$ cat config.mk
export PLATFORM = sky130hd
export DESIGN_NAME = pipe_stage_reg
export DESIGN_NICKNAME = d
export VERILOG_FILES = /design/src/rtl/pipe_pkg.sv /design/src/rtl/pipe_sat_counter.sv /design/src/rtl/pipe_stage_reg.sv
export SDC_FILE = /design/constraint.sdc
export NUM_CORES = 1
export LEC_CHECK = 0
export CORE_AREA = 3 3 170 172
export CTS_CLUSTER_DIAMETER = 200
export DETAILED_ROUTE_END_ITERATION = 16
export DIE_AREA = 0 0 173 175
export HOLD_SLACK_MARGIN = 0.06
export PLACE_DENSITY = 0.69
export SYNTH_ARGS = -nofsm -noshare
export SYNTH_HDL_FRONTEND = slang
export SYNTH_HIERARCHICAL = 1
export SYNTH_SLANG_ARGS = --single-unit
export TNS_END_PERCENT = 1
$ cat constraint.sdc
create_clock -name clk -period 6.9 [get_ports clk]
set_input_delay 1.38 -clock clk [delete_from_list [all_inputs] [get_ports clk]]
set_output_delay 1.38 -clock clk [all_outputs]
set_load 0.01 [all_outputs]
$ cat src/rtl/pipe_pkg.sv
// Shared definitions for pipeline stage registers: MEM/WB bundle layout,
// pack/unpack helpers and the occupancy state encoding.
package pipe_pkg;

    localparam int unsigned PIPE_MEMWB_W = 104;

    // Bit offsets of the MEM/WB bundle fields (LSB positions)
    localparam int unsigned OFF_EXTEND  = 0;
    localparam int unsigned OFF_PC      = 32;
    localparam int unsigned OFF_ALUOUT  = 64;
    localparam int unsigned OFF_CMP     = 96;
    localparam int unsigned OFF_IMMRES  = 98;
    localparam int unsigned OFF_DIGIT   = 99;
    localparam int unsigned OFF_REGWR   = 101;
    localparam int unsigned OFF_REGDST  = 102;

    // Field order is MSB first, so it lines up with the offsets above
    typedef struct packed {
        logic [1:0]  reg_dst;
        logic        reg_wr;
        logic [1:0]  digit;
        logic        immres;
        logic [1:0]  cmp;
        logic [31:0] alu_output;
        logic [31:0] pc;
        logic [31:0] extend;
    } memwb_t;

    // Occupancy doubles as the state encoding
    typedef enum logic [1:0] {
        OCC_EMPTY = 2'd0,
        OCC_ONE   = 2'd1,
        OCC_FULL  = 2'd2
    } occ_state_e;

    function automatic logic [PIPE_MEMWB_W-1:0] pack_memwb(input memwb_t b);
        return PIPE_MEMWB_W'(b);
    endfunction

    function automatic memwb_t unpack_memwb(input logic [PIPE_MEMWB_W-1:0] v);
        return memwb_t'(v);
    endfunction

endpackage

$ cat src/rtl/pipe_sat_counter.sv
// Saturating up-counter; state updates on the falling clock edge.
// Ports: clk, rst (async active-high), en_i (count this edge), cnt_o (count value).
module pipe_sat_counter #(
    parameter int unsigned CNT_W = 16
) (
    input  logic             clk,
    input  logic             rst,
    input  logic             en_i,
    output logic [CNT_W-1:0] cnt_o
);

    logic [CNT_W-1:0] cnt_q;
    logic [CNT_W-1:0] cnt_d;

    // Increment unless already at all-ones
    always_comb begin
        cnt_d = cnt_q;
        if (en_i && (cnt_q != {CNT_W{1'b1}})) begin
            cnt_d = cnt_q + CNT_W'(1);
        end
    end

    always_ff @(negedge clk or posedge rst) begin
        if (rst) begin
            cnt_q <= '0;
        end else begin
            cnt_q <= cnt_d;
        end
    end

    assign cnt_o = cnt_q;

endmodule

$ cat src/rtl/pipe_stage_reg.sv
// Pipeline stage register with valid/ready handshake, flush, stall counter
// and an optional second (skid) entry. State updates on the falling clock edge.
// Ports:
//   clk, rst (async active-high), flush (drop all entries this edge)
//   in_valid/in_ready/in_data    upstream handshake and bundle
//   out_valid/out_ready/out_data downstream handshake and bundle
//   occ        entries held (0..2)
//   stall_cnt  saturating count of edges with out_valid && !out_ready
module pipe_stage_reg
    import pipe_pkg::*;
#(
    parameter int unsigned WIDTH   = PIPE_MEMWB_W,
    parameter bit          SKID_EN = 1'b1,
    parameter int unsigned CNT_W   = 16
) (
    input  logic             clk,
    input  logic             rst,
    input  logic             flush,
    input  logic             in_valid,
    output logic             in_ready,
    input  logic [WIDTH-1:0] in_data,
    output logic             out_valid,
    input  logic             out_ready,
    output logic [WIDTH-1:0] out_data,
    output logic [1:0]       occ,
    output logic [CNT_W-1:0] stall_cnt
);

    occ_state_e       state_q;
    logic [WIDTH-1:0] main_q;
    logic             in_xfer;
    logic             out_xfer;

    assign out_valid = (state_q != OCC_EMPTY);
    assign out_data  = main_q;
    assign occ       = 2'(state_q);
    assign in_xfer   = in_valid && in_ready;
    assign out_xfer  = out_valid && out_ready;

    generate
        if (SKID_EN) begin : g_skid
            logic [WIDTH-1:0] skid_q;

            // Only depends on state, so upstream sees no combinational path from out_ready
            assign in_ready = !rst && !flush && (state_q != OCC_FULL);

            // Occupancy FSM; main always holds the older entry
            always_ff @(negedge clk or posedge rst) begin
                if (rst) begin
                    state_q <= OCC_EMPTY;
                    main_q  <= '0;
                    skid_q  <= '0;
                end else if (flush) begin
                    state_q <= OCC_EMPTY;
                end else begin
                    case (state_q)
                        OCC_EMPTY: begin
                            if (in_xfer) begin
                                state_q <= OCC_ONE;
                                main_q  <= in_data;
                            end
                        end
                        OCC_ONE: begin
                            if (in_xfer && out_xfer) begin
                                main_q <= in_data;
                            end else if (in_xfer) begin
                                state_q <= OCC_FULL;
                                skid_q  <= in_data;
                            end else if (out_xfer) begin
                                state_q <= OCC_EMPTY;
                            end
                        end
                        OCC_FULL: begin
                            if (out_xfer) begin
                                state_q <= OCC_ONE;
                                main_q  <= skid_q;
                            end
                        end
                        default: state_q <= OCC_EMPTY;
                    endcase
                end
            end
        end else begin : g_single
            // Accept when empty or when the held entry leaves on the same edge
            assign in_ready = !rst && !flush && (!out_valid || out_ready);

            always_ff @(negedge clk or posedge rst) begin
                if (rst) begin
                    state_q <= OCC_EMPTY;
                    main_q  <= '0;
                end else if (flush) begin
                    state_q <= OCC_EMPTY;
                end else if (in_xfer) begin
                    state_q <= OCC_ONE;
                    main_q  <= in_data;
                end else if (out_xfer) begin
                    state_q <= OCC_EMPTY;
                end
            end
        end
    endgenerate

    pipe_sat_counter #(
        .CNT_W(CNT_W)
    ) u_stall_cnt (
        .clk  (clk),
        .rst  (rst),
        .en_i (out_valid && !out_ready),
        .cnt_o(stall_cnt)
    );

endmodule
==> flow_metrics.tcl, run 1 <==
set metrics [dict create \
    status "complete, no violations" \
    rsz0062_at_grt "false" \
    cp_num_buf_inv 1 \
    cap_violations 0 \
    cts_buffers 26 \
    synth_ff_type "dfrtn_1" \
    crit_type "reg2out" \
    layout_setup_ws_ns 0.1694 \
    synth-seq-cells 226 \
    synth-edff-count 0 \
    vdd.ir_drop.worst_mv 0.1667 \
    cts_sinks 226 \
    clock-root-buffer "clkbuf_16" \
    r2r_slack_ns 4.37 \
    hold_buffers 0 \
    critical_path_depth 3 \
    synth_top_area_share_pct 59.26 \
    p_total_mw 4.036 \
    drcViolationCount 0 \
    hold_path_depth 1 \
    seq_area_sq_um 5655 \
    hp-class "reg2reg" \
    yosys.area.top_type "dfrtn_1" \
    drt_iter0_drc 245 \
    post-place-cells 1364 \
    leakage_nw 5.954 \
    avgSynthCellArea_sq_um 12.53 \
    tightest_slew_ns 0.6772 \
    vias 6712 \
    num_rows 61 \
    wire_per_inst_um 16.42 \
    synth_fp_nets 872 \
    setup_viol 0 \
    synthCells 762 \
    synth_warnings 6 \
    synth_area_sq_um 9544 \
    clock_latency_ns 0.52 \
    multiInputGateArea_sq_um 3672 \
    die_w_um 173 \
    drt-total-wl_mm 23.21 \
    clk_pin_slew_ns 0.04 \
    post_cts_buffers 0 \
    port_buffers 232 \
    dp_hpwl_mm 16.24 \
    grt_pass1_vias 6873 \
    crit_slowest_cell "clkdlybuf4s50_1" \
    ys_types 36 \
    hold_viol 0 \
    synthTopCellsByArea "dfrtn_1, mux2_2, mux2i_1" \
    cts-htree-levels 1 \
    cts_resized 0 \
    die_h_um 175 \
    end_kind "primary output" \
    syn2layout_area_growth_pct 41.72 \
    synthTopCellsByCount "dfrtn_1, nor2_1, a21oi_1, mux2_2, mux2i_1" \
    crit_arrival_ns 5.35 \
    reg2reg_depth 5 \
    slew_headroom_pct 54.86 \
    vias_per_cell 4.750 \
    core_sq_um 27630 \
    track_usage_pct 15.11 \
    crit_chain "nor2b_4, nor3_1, clkdlybuf4s50_1" \
    gp_congestion 0.7486 \
    cpLargestDelayFamily "buffers and inverters" \
    grt_pass1_wl_mm 37.55 \
    drtPass1Iterations 4 \
    grt_antenna_before_repair 1 \
    hold_ws_ns 0.4476 \
    synth_most_common_cell "dfrtn_1" \
    grt_max_degree 47 \
    io_pins 233 \
    post-place-ws_ns -0.01842 \
    power.density_nw_per_um2 298.4 \
    cp_max_fo 7 \
    async_reset_ff_share_pct 100.0 \
    critPathMaxStageDelay_ns 0.60 \
    clockBufferDepth 3 \
    yosysSeqAreaShare_pct 59.26 \
    ant_nets 0 \
    nets 1124 \
    final_cells 1413 \
    final_max_slew_viol_count 0 \
    cp.required_ns 5.52 \
    grt_overflow 0 \
    drive_gt1_share_pct 18.96 \
    die_area_sq_um 30280 \
    cts_tree "yes" \
    fillers 2494 \
    fin_skew_ns 0.01103 \
    crit_path_start_kind "flop" \
    start_util_pct 34.54 \
]
[worst register-to-register path: stages, from the launching register on]
cell and delay, ns:
dfrtn_1 0.56, nor2b_4 0.21, buf_4 0.56, buf_4 0.66, mux2i_1 0.30, a21oi_1 0.09
[cell usage in the layout, fill, tap and decap left out, types with 2 or more instances in the layout]
| cell type | netlist | layout |
|---|---|---|
| and4_1 | 3 | 3 |
| dfrtn_1 | 226 | 226 |
| clkbuf_16 | 0 | 27 |
| nand2b_1 | 3 | 2 |
| buf_12 | 0 | 18 |
| xnor2_1 | 11 | 11 |
| nor2_1 | 109 | 109 |
| buf_4 | 4 | 20 |
| clkbuf_8 | 0 | 3 |
| clkdlybuf4s50_1 | 0 | 232 |
| inv_1 | 3 | 2 |
| and3_1 | 4 | 4 |
| nand2_1 | 7 | 6 |
| mux2i_1 | 106 | 106 |
| a21oi_1 | 106 | 106 |
| clkbuf_1 | 9 | 9 |
| nand3_1 | 7 | 7 |
| nand4_1 | 5 | 5 |
| mux2_2 | 106 | 106 |
| bufinv_16 | 0 | 3 |
| clkinv_2 | 0 | 5 |
[flip-flops by register name, indices dropped and copies added, names as in the netlist]
register	flops
g_skid.skid_q	104
out_data	104
u_stall_cnt/cnt_o	16
occ	2
[through the flow]
step	area, sq um	TNS (ns)	utilization [%]
after global routing	13530	0	48.95
after detailed placement	12650	-0.08892	45.78
after CTS	13520	0	48.94
after floorplan	9548	-110.25	-
final	13530	0	48.95
after global placement	12650	0	45.78
[final cells by class]
cell class,count,share of cell area [%]
Clock buffer,39,5.550
Multi-Input combinational cell,487,27.15
Antenna cell,1,0.01850
Clock inverter,9,0.9158
Tap cell,378,3.497
Timing Repair Buffer,270,20.94
Inverter,3,0.1110
Sequential cell,226,41.81
[power breakdown]
part,switching [mW],internal [mW]
Combinational,0.349,0.513
Clock,0.535,0.863
Sequential,0.153,1.62
Total,1.04,3.00
[per-layer routing]
layer	part of all wire [%]	up-vias	routed length (um)	GRT usage, %
met1	43	3335	10010	19.44
met4	2.8	0	649	4.358
met2	49	145	11460	25.81
met3	4.7	41	1084	3.238
li1	-	3191	-	-
met5	0	-	0	0
[cells by family (layout without fill, tap and decap cells)]
group | Yosys count | in the layout | share of synthesized area [%]
buf+inv | 49 | 321 | 2.609
mux | 212 | 212 | 23.62
flops | 226 | 226 | 59.26
fa+ha+maj | 1 | 1 | 0.1311
simple gates | 153 | 153 | 7.525
xor+xnor | 11 | 11 | 1.009
other cells | 0 | 1 | 0
compound gates | 110 | 110 | 5.847
[worst paths after layout]
kind	startpoint	end
setup / recovery	occ[0]	in_ready
hold / removal	g_skid.skid_q[70]	g_skid.skid_q[70]
setup reg to reg	occ[1]	out_data[43]
hold reg to reg	g_skid.skid_q[70]	g_skid.skid_q[70]
max in group asynchronous	rst	out_data[60]
min in group asynchronous	rst	g_skid.skid_q[67]
No activity file was read; power rests on OpenSTA's default activity.
==> run 2: changes to the inputs <==
- PLACE_DENSITY: 0.69 -> default
- SLEW_MARGIN: default -> 30
==> flow_metrics.tcl, run 2 (synthesized netlist as in run 1, its figures left out) <==
set metrics [dict create \
    crit_chain "nor2b_4, nor3_1, clkdlybuf4s50_1" \
    hold_path_depth 1 \
    cts_tree "yes" \
    cap_violations 0 \
    dp_hpwl_mm 15.70 \
    final_common_cell "clkdlybuf4s50_1" \
    grt_max_degree 85 \
    start_util_pct 34.54 \
    vias_per_cell 4.635 \
    slew_headroom_pct 43.77 \
    grt_antenna_before_repair 2 \
    final_cell_mix "clkdlybuf4s50_1, dfrtn_1, nor2_1" \
    num_rows 61 \
    cpLargestDelayFamily "buffers and inverters" \
    cts_sinks 226 \
    finalSetupTns_ns 0 \
    placed_cell_area_sq_um 12560 \
    crit_type "reg2out" \
    syn2layout_area_growth_pct 40.77 \
    crit_path_start_kind "flop" \
    clockBufferDepth 3 \
    whs_endpoint "g_skid.skid_q[20]" \
    nets 1113 \
    fin_skew_ns 0.004033 \
    reg2reg_depth 5 \
    stdcell_area_sq_um 13440 \
    tightest_slew_ns 0.8435 \
    track_usage_pct 14.99 \
    drive_gt1_share_pct 18.32 \
    cts_buffers 25 \
    drt_iter0_drc 239 \
    drt-total-wl_mm 23.14 \
    critPathMaxStageDelay_ns 0.62 \
    status "complete, no violations" \
    vias 6494 \
    hp-class "reg2reg" \
    leakage_nw 5.893 \
    clock-root-buffer "clkbuf_16" \
    wire_per_inst_um 16.51 \
    port_buffers 232 \
    timing.rr.start "occ[1]" \
    clock_latency_ns 0.52 \
    rsz0062_at_grt "false" \
    r2r_slack_ns 4.38 \
    setup_viol 0 \
    end_kind "primary output" \
    grt_overflow 0 \
    grt_pass1_vias 6662 \
    ant_nets 0 \
    hold_viol 0 \
    die_h_um 175 \
    clk_pin_slew_ns 0.04 \
    drtPass1Iterations 4 \
    grt_pass1_wl_mm 37.18 \
    hold_path_startpoint "g_skid.skid_q[20]" \
    cp.required_ns 5.52 \
    cts_resized 0 \
    cp_num_buf_inv 1 \
    final_core_util_pct 48.63 \
    io_pins 233 \
    layout_setup_ws_ns 0.1379 \
    crit_arrival_ns 5.38 \
    cts-htree-levels 1 \
    hold_buffers 0 \
    post_cts_buffers 0 \
    crit_slowest_cell "clkdlybuf4s50_1" \
    final_max_slew_viol_count 0 \
    vdd.ir_drop.worst_mv 0.1290 \
    power.density_nw_per_um2 300.0 \
    r2r-end "out_data[59]" \
    post-place-ws_ns -0.04233 \
    core_sq_um 27630 \
    gp_congestion 0.7351 \
    drcViolationCount 0 \
    die_area_sq_um 30280 \
    cp_max_fo 7 \
    die_w_um 173 \
]
## run 2: cell count changes in the layout (fill, tap and decap cells not counted), moves of 2 or more
cell | previous run | this run
clkbuf_1 | 9 | 5
buf_4 | 20 | 11
clkbuf_8 | 3 | 5
clkbuf_16 | 27 | 25
## run 2: cell type report
cell class / count / area, sq um
tap: 378 / 473.0
fill: 2555 / 14190
multi-input combinational: 487 / 3672
clock inverter: 10 / 156.4
clock buffer: 35 / 713.2
inverter: 3 / 15.01
sequential: 226 / 5655
timing repair buffer: 260 / 2745
antenna: 2 / 5.005
## run 2: worst reg2reg max path: cells and delay by family, from the launching register on
kind / cells / cell delay (ns)
buffers and inverters: 2 / 1.17
muxes: 1 / 0.34
AOI/OAI and AO/OA: 1 / 0.09
DFF: 1 / 0.56
and+or+nand+nor: 1 / 0.21
## run 2: worst max path at each step
stage	from	endpoint	slack [ns]	cells past startpoint
2_1_floorplan	rst	g_skid.skid_q[0]	-0.53	1
3_3_place_gp	rst	out_data[16]	0.01	6
3_5_place_dp	rst	out_data[98]	-0.04	6
4_1_cts	occ[0]	in_ready	0.11	3
5_1_grt	occ[1]	in_ready	0.002	3
6_report	occ[0]	in_ready	0.14	3
## run 2: per-stage QoR
step                      instances  power [mW]  hold slack (ns)
after floorplan                 762       2.159           0.4392
after global placement         1354       2.641           0.4460
after detailed placement       1354       2.659           0.4503
after CTS                      1399       4.101           0.4505
after global routing           1401       4.256           0.4559
final                          1401       4.030           0.4490
## run 2: routing by layer
| metal | track usage, % | routed length [um] |
|---|---|---|
| met5 | 0 | 0 |
| met4 | 3.581 | 420 |
| met3 | 3.846 | 1249 |
| met2 | 25.22 | 11470 |
| met1 | 19.51 | 9994 |
## run 2: where the power goes
group	switching [mW]	internal, mW
sequential	0.151	1.62
combinational	0.341	0.509
clock	0.538	0.868
